File: src/rtl/block_data_memory.sv
// Block-organised main data memory (64 x 32-bit) behind the data cache, with a
// fixed multi-cycle busywait handshake. Optional per-byte parity: DMEM_PARITY_EN.
module block_data_memory #(
    parameter int LATENCY = 4,
    parameter int DEPTH   = 64
) (
    input  logic        clock,
    input  logic        reset,
    input  logic        read,
    input  logic        write,
    input  logic [5:0]  address,
    input  logic [31:0] writedata,
`ifdef DMEM_PARITY_EN
    input  logic        parity_inject,
    output logic        parity_error,
`endif
    output logic [31:0] readdata,
    output logic        busywait
);

    typedef enum logic [1:0] {
        IDLE,
        BUSY,
        DONE
    } state_t;

    state_t      state_reg;
    logic [3:0]  counter_reg;
    logic [5:0]  addr_reg;
    logic [31:0] wdata_reg;
    logic        op_write_reg;
    logic [31:0] readdata_reg;

    logic        accept;
    logic        complete;
    logic        mem_wr_en;
    logic        mem_rd_en;
    logic [31:0] mem_rd [DEPTH];

    assign accept    = (state_reg == IDLE) && (read || write);
    assign complete  = (state_reg == BUSY) && (counter_reg == 4'd0);
    assign mem_wr_en = complete && op_write_reg;
    assign mem_rd_en = complete && !op_write_reg;

    // IDLE raises busywait in the same cycle as the request so the cache never
    // sees a spurious low; reset forces it low regardless of a held request.
    always_comb begin
        busywait = 1'b0;
        if (!reset) begin
            case (state_reg)
                IDLE:    busywait = read | write;
                BUSY:    busywait = 1'b1;
                default: busywait = 1'b0;
            endcase
        end
    end

    assign readdata = readdata_reg;

    always_ff @(posedge clock or posedge reset) begin
        if (reset) begin
            state_reg    <= IDLE;
            counter_reg  <= 4'd0;
            addr_reg     <= 6'd0;
            wdata_reg    <= 32'h0;
            op_write_reg <= 1'b0;
            readdata_reg <= 32'h0;
        end else begin
            case (state_reg)
                IDLE: begin
                    if (accept) begin
                        addr_reg     <= address;
                        wdata_reg    <= writedata;
                        op_write_reg <= write;
                        counter_reg  <= 4'(LATENCY - 1);
                        state_reg    <= BUSY;
                    end
                end
                BUSY: begin
                    if (counter_reg != 4'd0) begin
                        counter_reg <= counter_reg - 4'd1;
                    end else begin
                        if (!op_write_reg) begin
                            readdata_reg <= mem_rd[addr_reg];
                        end
                        state_reg <= DONE;
                    end
                end
                default: state_reg <= IDLE;
            endcase
        end
    end

`ifdef DMEM_PARITY_EN
    logic       inject_reg;
    logic [3:0] wpar;
    logic [3:0] rpar_calc;
    logic [3:0] par_rd [DEPTH];

    // Parity bit b covers data lane [8b+7:8b]; byte 0 (offset 00) is lane 3.
    generate
        for (genvar gi = 0; gi < 4; gi++) begin : g_par_lane
            assign wpar[gi]      = ^wdata_reg[8*gi +: 8];
            assign rpar_calc[gi] = ^mem_rd[addr_reg][8*gi +: 8];
        end
    endgenerate

    always_ff @(posedge clock or posedge reset) begin
        if (reset) begin
            inject_reg   <= 1'b0;
            parity_error <= 1'b0;
        end else begin
            if (accept) begin
                inject_reg   <= parity_inject;
                parity_error <= 1'b0;
            end else if (mem_rd_en) begin
                parity_error <= |(rpar_calc ^ par_rd[addr_reg]);
            end
        end
    end
`endif

    // Each block is its own register so the whole array clears on reset.
    generate
        for (genvar gi = 0; gi < DEPTH; gi++) begin : g_block
            logic [31:0] word_reg;

            always_ff @(posedge clock or posedge reset) begin
                if (reset) begin
                    word_reg <= 32'h0;
                end else if (mem_wr_en && (addr_reg == 6'(gi))) begin
                    word_reg <= wdata_reg;
                end
            end

            assign mem_rd[gi] = word_reg;

`ifdef DMEM_PARITY_EN
            logic [3:0] par_reg;

            always_ff @(posedge clock or posedge reset) begin
                if (reset) begin
                    par_reg <= 4'h0;
                end else if (mem_wr_en && (addr_reg == 6'(gi))) begin
                    par_reg <= wpar ^ {inject_reg, 3'b000};
                end
            end

            assign par_rd[gi] = par_reg;
`endif
        end
    endgenerate

endmodule

File: config.mk
export PLATFORM = sky130hd
export DESIGN_NAME = block_data_memory
export DESIGN_NICKNAME = d
export VERILOG_FILES = /design/src/rtl/block_data_memory.sv
export SDC_FILE = /design/constraint.sdc
export NUM_CORES = 2
export LEC_CHECK = 0
export BUFFER_PORTS_ARGS = -buffer_cell sky130_fd_sc_hd__buf_2
export CELL_PAD_IN_SITES_DETAIL_PLACEMENT = 0
export CELL_PAD_IN_SITES_GLOBAL_PLACEMENT = 1
export CORE_MARGIN = 5
export CORE_UTILIZATION = 59
export DETAILED_ROUTE_END_ITERATION = 16
export PLACE_DENSITY = 0.83
export SYNTH_ARGS = -nofsm -noshare
export SYNTH_HDL_FRONTEND = slang
export SYNTH_SLANG_ARGS = --single-unit
File: constraint.sdc
create_clock -name clock -period 222.4 [get_ports clock]
set_input_delay 33.36 -clock clock [delete_from_list [all_inputs] [get_ports clock]]
set_output_delay 33.36 -clock clock [all_outputs]
set_load 0.005 [all_outputs]
# Word-level counts from Yosys, hierarchy flattened
# Index checks and enable logic that the tools add are counted.
# Widths: inputs -> output; s select.
# classes
addsub,1
order_cmp,1
n_eq_ne,67
muxes,11
n_bitwise,4
n_reduce_logical,77
# ops
op,n
$bmux 32 s6,1
$eq 6x6->1 const B,32
$eq 6x5->1 const B,16
$logic_and 1x1->1,67
$mux 32,2
$eq 6x4->1 const B,8
$eq 6x3->1 const B,4
$eq 6x2->1 const B,2
$mux 4,2
$pmux 4 s2,1
$ge 7x7->1 const B,1
$not 6->7,1
$eq 6x1->1 const B,1
$logic_not 6->1,1
$reduce_and 3->1,2
$logic_not 4->1,1
$mux 2,2
$ne 2x2->1 const B,2
$pmux 2 s2,1
$reduce_and 2->1,2
$reduce_bool 4->1,1
$sub 4x1->4 const B,1
$eq 2x1->1 const B,1
$logic_not 2->1,1
other kinds (7),8
# word_totals
reg_bits,2125
in_bits,42
output_inout_bits,33
elab_cells,231

# Depth between registers and ports, before layout
# depth
ltp_word,4
ltp_mapped,9
depth_no_buf,7

# Worst setup path before layout
# No wires, ideal clock.
# synth_timing
path_type,input port to output port
startpoint,input port write
endpoint,output port busywait
arrival_time_ps,33577
required_time_ps,189040
setup_slack_ps,155463
stages,2
path_buffers,0
cell_sequence,nor3_1 nor3_1
# synth_via
elab_chain_cells,3
# synth_rtl
item,line_no,source
from (decl),10,"input logic write,"
$or 1x1->1,51,IDLE: busywait = read | write;
$pmux 1 s2,50,case (state_reg)
$mux 1,49,if (!reset) begin
to (decl),18,output logic busywait
# Every way passes these cells.

# Worst setup path in the final report
# Ends and elaborated chain as after synthesis.

==> summary.txt <==
Clock network
  – Clock Tree Buf Depth: 3
  – Htree depth: 4
  – Post-CTS setup buffers: 0
  – Worst-path clk slew: 0.06 ns
  – Num CTS Buffers: 212
  – CTS resizes: 0
  – CTS root buffer: clkbuf_16
  – Clock Latency Late Sink: 0.84 ns
  – TritonCTS clock tree: done
  – Hold buffer count at CTS: 0
  – Clk sinks: 2125

Power
  – P per Cell Area: 10.89 nW/um^2
  – Sw power: 0.4013 mW
  – Seq pwr share: 0.404
  – Clock Power Share: 0.314
  – Pint: 0.7419 mW
  – Sw Ratio: 0.3510
  – Leak Pwr: ~50 nW
  – Combinational share of power: 0.282
  – Worst-case vdd ir drop: 0.01849 mV

Critical path
  – Crit path max fanout: 3
  – CP arrival: 33.85 ns
  – FF-to-FF Start: addr_reg[1]$_DFFE_PP0P_
  – FF-to-FF path depth: 8
  – Crit Path Class: primary input to output port
  – Reg2reg end: readdata[8]$_DFFE_PP0P_
  – Crit end category: output port
  – Setup crit start kind: primary input
  – R2R Setup Slk: between 200 and 250 ns
  – CP required: 189.04 ns

Yosys
  – Largest family of logic cells by synthesized area: multiplexers
  – Compound-cell area share of the yosys netlist: 0.02620
  – Seq/Total Area, Yosys: 0.5542
  – Mux cell area share after synthesis: 0.3644
  – #FFs+latches synth: around 2100
  – Post-synth EDFFs: 0
  – Post-synthesis cell count: between 6000 and 7000
  – Synth async-reset ratio: 1.000
  – Post-Synth Adder-Cell Area: 0.0001304
  – Mapped Area: 95950 um^2
  – YS warnings: 0
  – Synth Area in XOR/XNOR: 0.0001826
  – Netlist cell types: 51
  – Post-synth net total: 6421
  – Post-synthesis simple-gate area fraction: 0.02421
  – Syn Area/Cell: 15.04 um^2
  – Post-synth top flop: dfrtp_1

Cells and area
  – Post-route cell area: 105000 um^2
  – Number of flip-flops under the largest register name: around 2000
  – Final non-filler cell total: 8540
  – Finished Core Util: 0.6471
  – Layout cell share with drive strength beyond 1: 0.4856
  – Layout Nets: 6241
  – Layout area overhead: 9.393%

STA
  – Max-slew violation count: 0
  – Final hold violations: 0
  – Total negative setup slack: 0 ns
  – Normalized max-slew margin: 0.1298
  – Worst Max-Slew Pin Slew: 1.305 ns
  – Minimum clock period: 67.21 ns
  – Final worst-path cycle share: 0.3022
  – Final setup violation count: 0
  – Hold slack: 0.4799 ns
  – Clock Skews: 0.01933 ns
  – Fmax: 0.01488 GHz
  – Unrepaired setup endpoints after global routing: no

Global routing
  – Initial antenna violation count: 8
  – First-pass GRT wire length: 385600 um
  – GR Util All Layers: 0.3028
  – Total grt overflow: 0
  – Largest net degree at the start of global routing: 174
  – Vias in the first global route: 58996

Route
  – DRC: 0
  – TritonRoute pass-1 iters: 5
  – WL per Instance: 29.73 um
  – Initial detailed-routing violation count: 4213
  – Total number of vias: ~56000
  – DRT Wirelength: 253900 um
  – Final ANT Viol Nets: 0
  – Vias per cell: roughly 6.5

Floorplanning
  – CORE AREA: around 160000 um^2
  – IO Count: 75
  – Die H: 413.3 um
  – Initial core utilization: 0.5915
  – Die X: 413.3 um
  – Die area: 170800 um^2
  – FP Rows: 148

Placement
  – Final HPWL DP: ~150000 um
  – GP Congestion: 0.7861
  – # placed instances: 8159
  – Post-DP Area: 97940 um^2
  – Buffers on Ports: between 70 and 80

Worst hold path
  – Hold Crit Depth: 1
  – Hold Path End: g_block[47].word_reg[9]$_DFFE_PP0P_
  – Hold/Removal Path Class: register to register
  – Hold Crit Start: g_block[47].word_reg[9]$_DFFE_PP0P_

Status
  – Status: complete, no violations

Flow run
  – Total of max-cap violations: 0
## per-stage QoR
| stage | setup WS [ns] | total power, mW |
|---|---|---|
| 4_1_cts | 155.19 | 1.147 |
| 6_report | 155.19 | 1.143 |
| 3_3_place_gp | 155.12 | 0.7815 |
| 5_1_grt | 155.12 | 1.185 |
| 3_5_place_dp | 155.20 | 0.7876 |
| 2_1_floorplan | 129.01 | 0.6703 |
## placed cells by master, fill, tap and decap left out, drive strengths merged, types with 8 or more instances in the layout
cell type	count
a2111oi	18
a211oi	18
a21oi	14
a22o	18
a22oi	95
a31oi	53
a32oi	17
a41oi	21
and3	13
buf	244
bufinv	11
clkbuf	326
clkinv	36
dfrtp	2125
inv	8
mux2	2119
mux2i	281
mux4	368
nand2	248
nand2b	12
nand3	61
nand4	20
nor2	84
nor2b	25
nor3	15
nor4b	11
o2111ai	11
o22ai	51
o32a	11
## power by group through the flow
stage	Combinational, mW	Sequential, mW	Clock (mW)
after global routing	0.338	0.466	0.381
after CTS	0.321	0.461	0.365
final	0.323	0.461	0.359
after detailed placement	0.320	0.468	0
after global placement	0.317	0.465	0
after floorplan	0.224	0.446	0
## final cells by class
cell class                      count  area [um^2]
Tap cell                         2175         2721
Multi-Input combinational cell   3610        40230
Inverter                            5        31.28
Fill cell                       11771        57250
Antenna cell                        2        5.005
Clock inverter                     53        626.9
Sequential cell                  2125        53230
Clock buffer                      326         6390
Timing Repair Buffer              244         1734
## cells by family after synthesis
kind of cell,after synthesis
buffers and inverters,643
multiplexers,2768
flip-flops,2125
XOR/XNOR,2
AND/OR/NAND/NOR,500
adder cells (fa/ha/maj),1
AO/OA/AOI/OAI,339
## metal layers
metal / global-route usage / vias up / wire, um
li1: - / 23093 / -
met1: 0.4358 / 30541 / 108900
met5: 0 / - / 10
met4: 0.09276 / 2 / 8379
met2: 0.4815 / 1641 / 120800
met3: 0.04927 / 477 / 15820
## critical path: stages
cell    delay, ns
buf_2        0.12
nor3_1       0.17
nor3_1       0.07
buf_2        0.13
## cells in the mapped netlist (all sizes together), types with 2 or more instances
master,n,area share
and3,13,0.00085
nor4b,11,0.0010
nand4,20,0.0013
mux2,2119,0.25
o32a,11,0.0011
mux2i,281,0.029
nand2b,12,0.00078
a22oi,95,0.0074
a21oi,14,0.00073
a22o,18,0.0016
a41oi,21,0.0019
nor2,84,0.0034
a211oi,18,0.0014
inv,5,0.00020
dfrtp,2125,0.55
o22ai,51,0.0033
a31oi,53,0.0035
nor3,15,0.0014
nand2,248,0.0098
o22a,6,0.00055
buf,363,0.020
o2111ai,11,0.0010
nor2b,25,0.0016
o21ai,3,0.00016
or2,4,0.00031
and2,3,0.00020
o211ai,2,0.00016
clkbuf,275,0.011
a2111oi,18,0.0016
nand3,61,0.0032
mux4,368,0.086
a32oi,17,0.0016
## worst max-delay path by stage
stage	start	to	slack, ns	cells after the start
6_report	write	busywait	155.19	4
5_1_grt	write	busywait	155.12	4
4_1_cts	write	busywait	155.19	4
3_5_place_dp	write	busywait	155.20	4
3_3_place_gp	write	busywait	155.12	4
2_1_floorplan	reset	addr_reg[0]$_DFFE_PP0P_	129.01	1
Note: power is estimated with default switching activity, not from simulation.
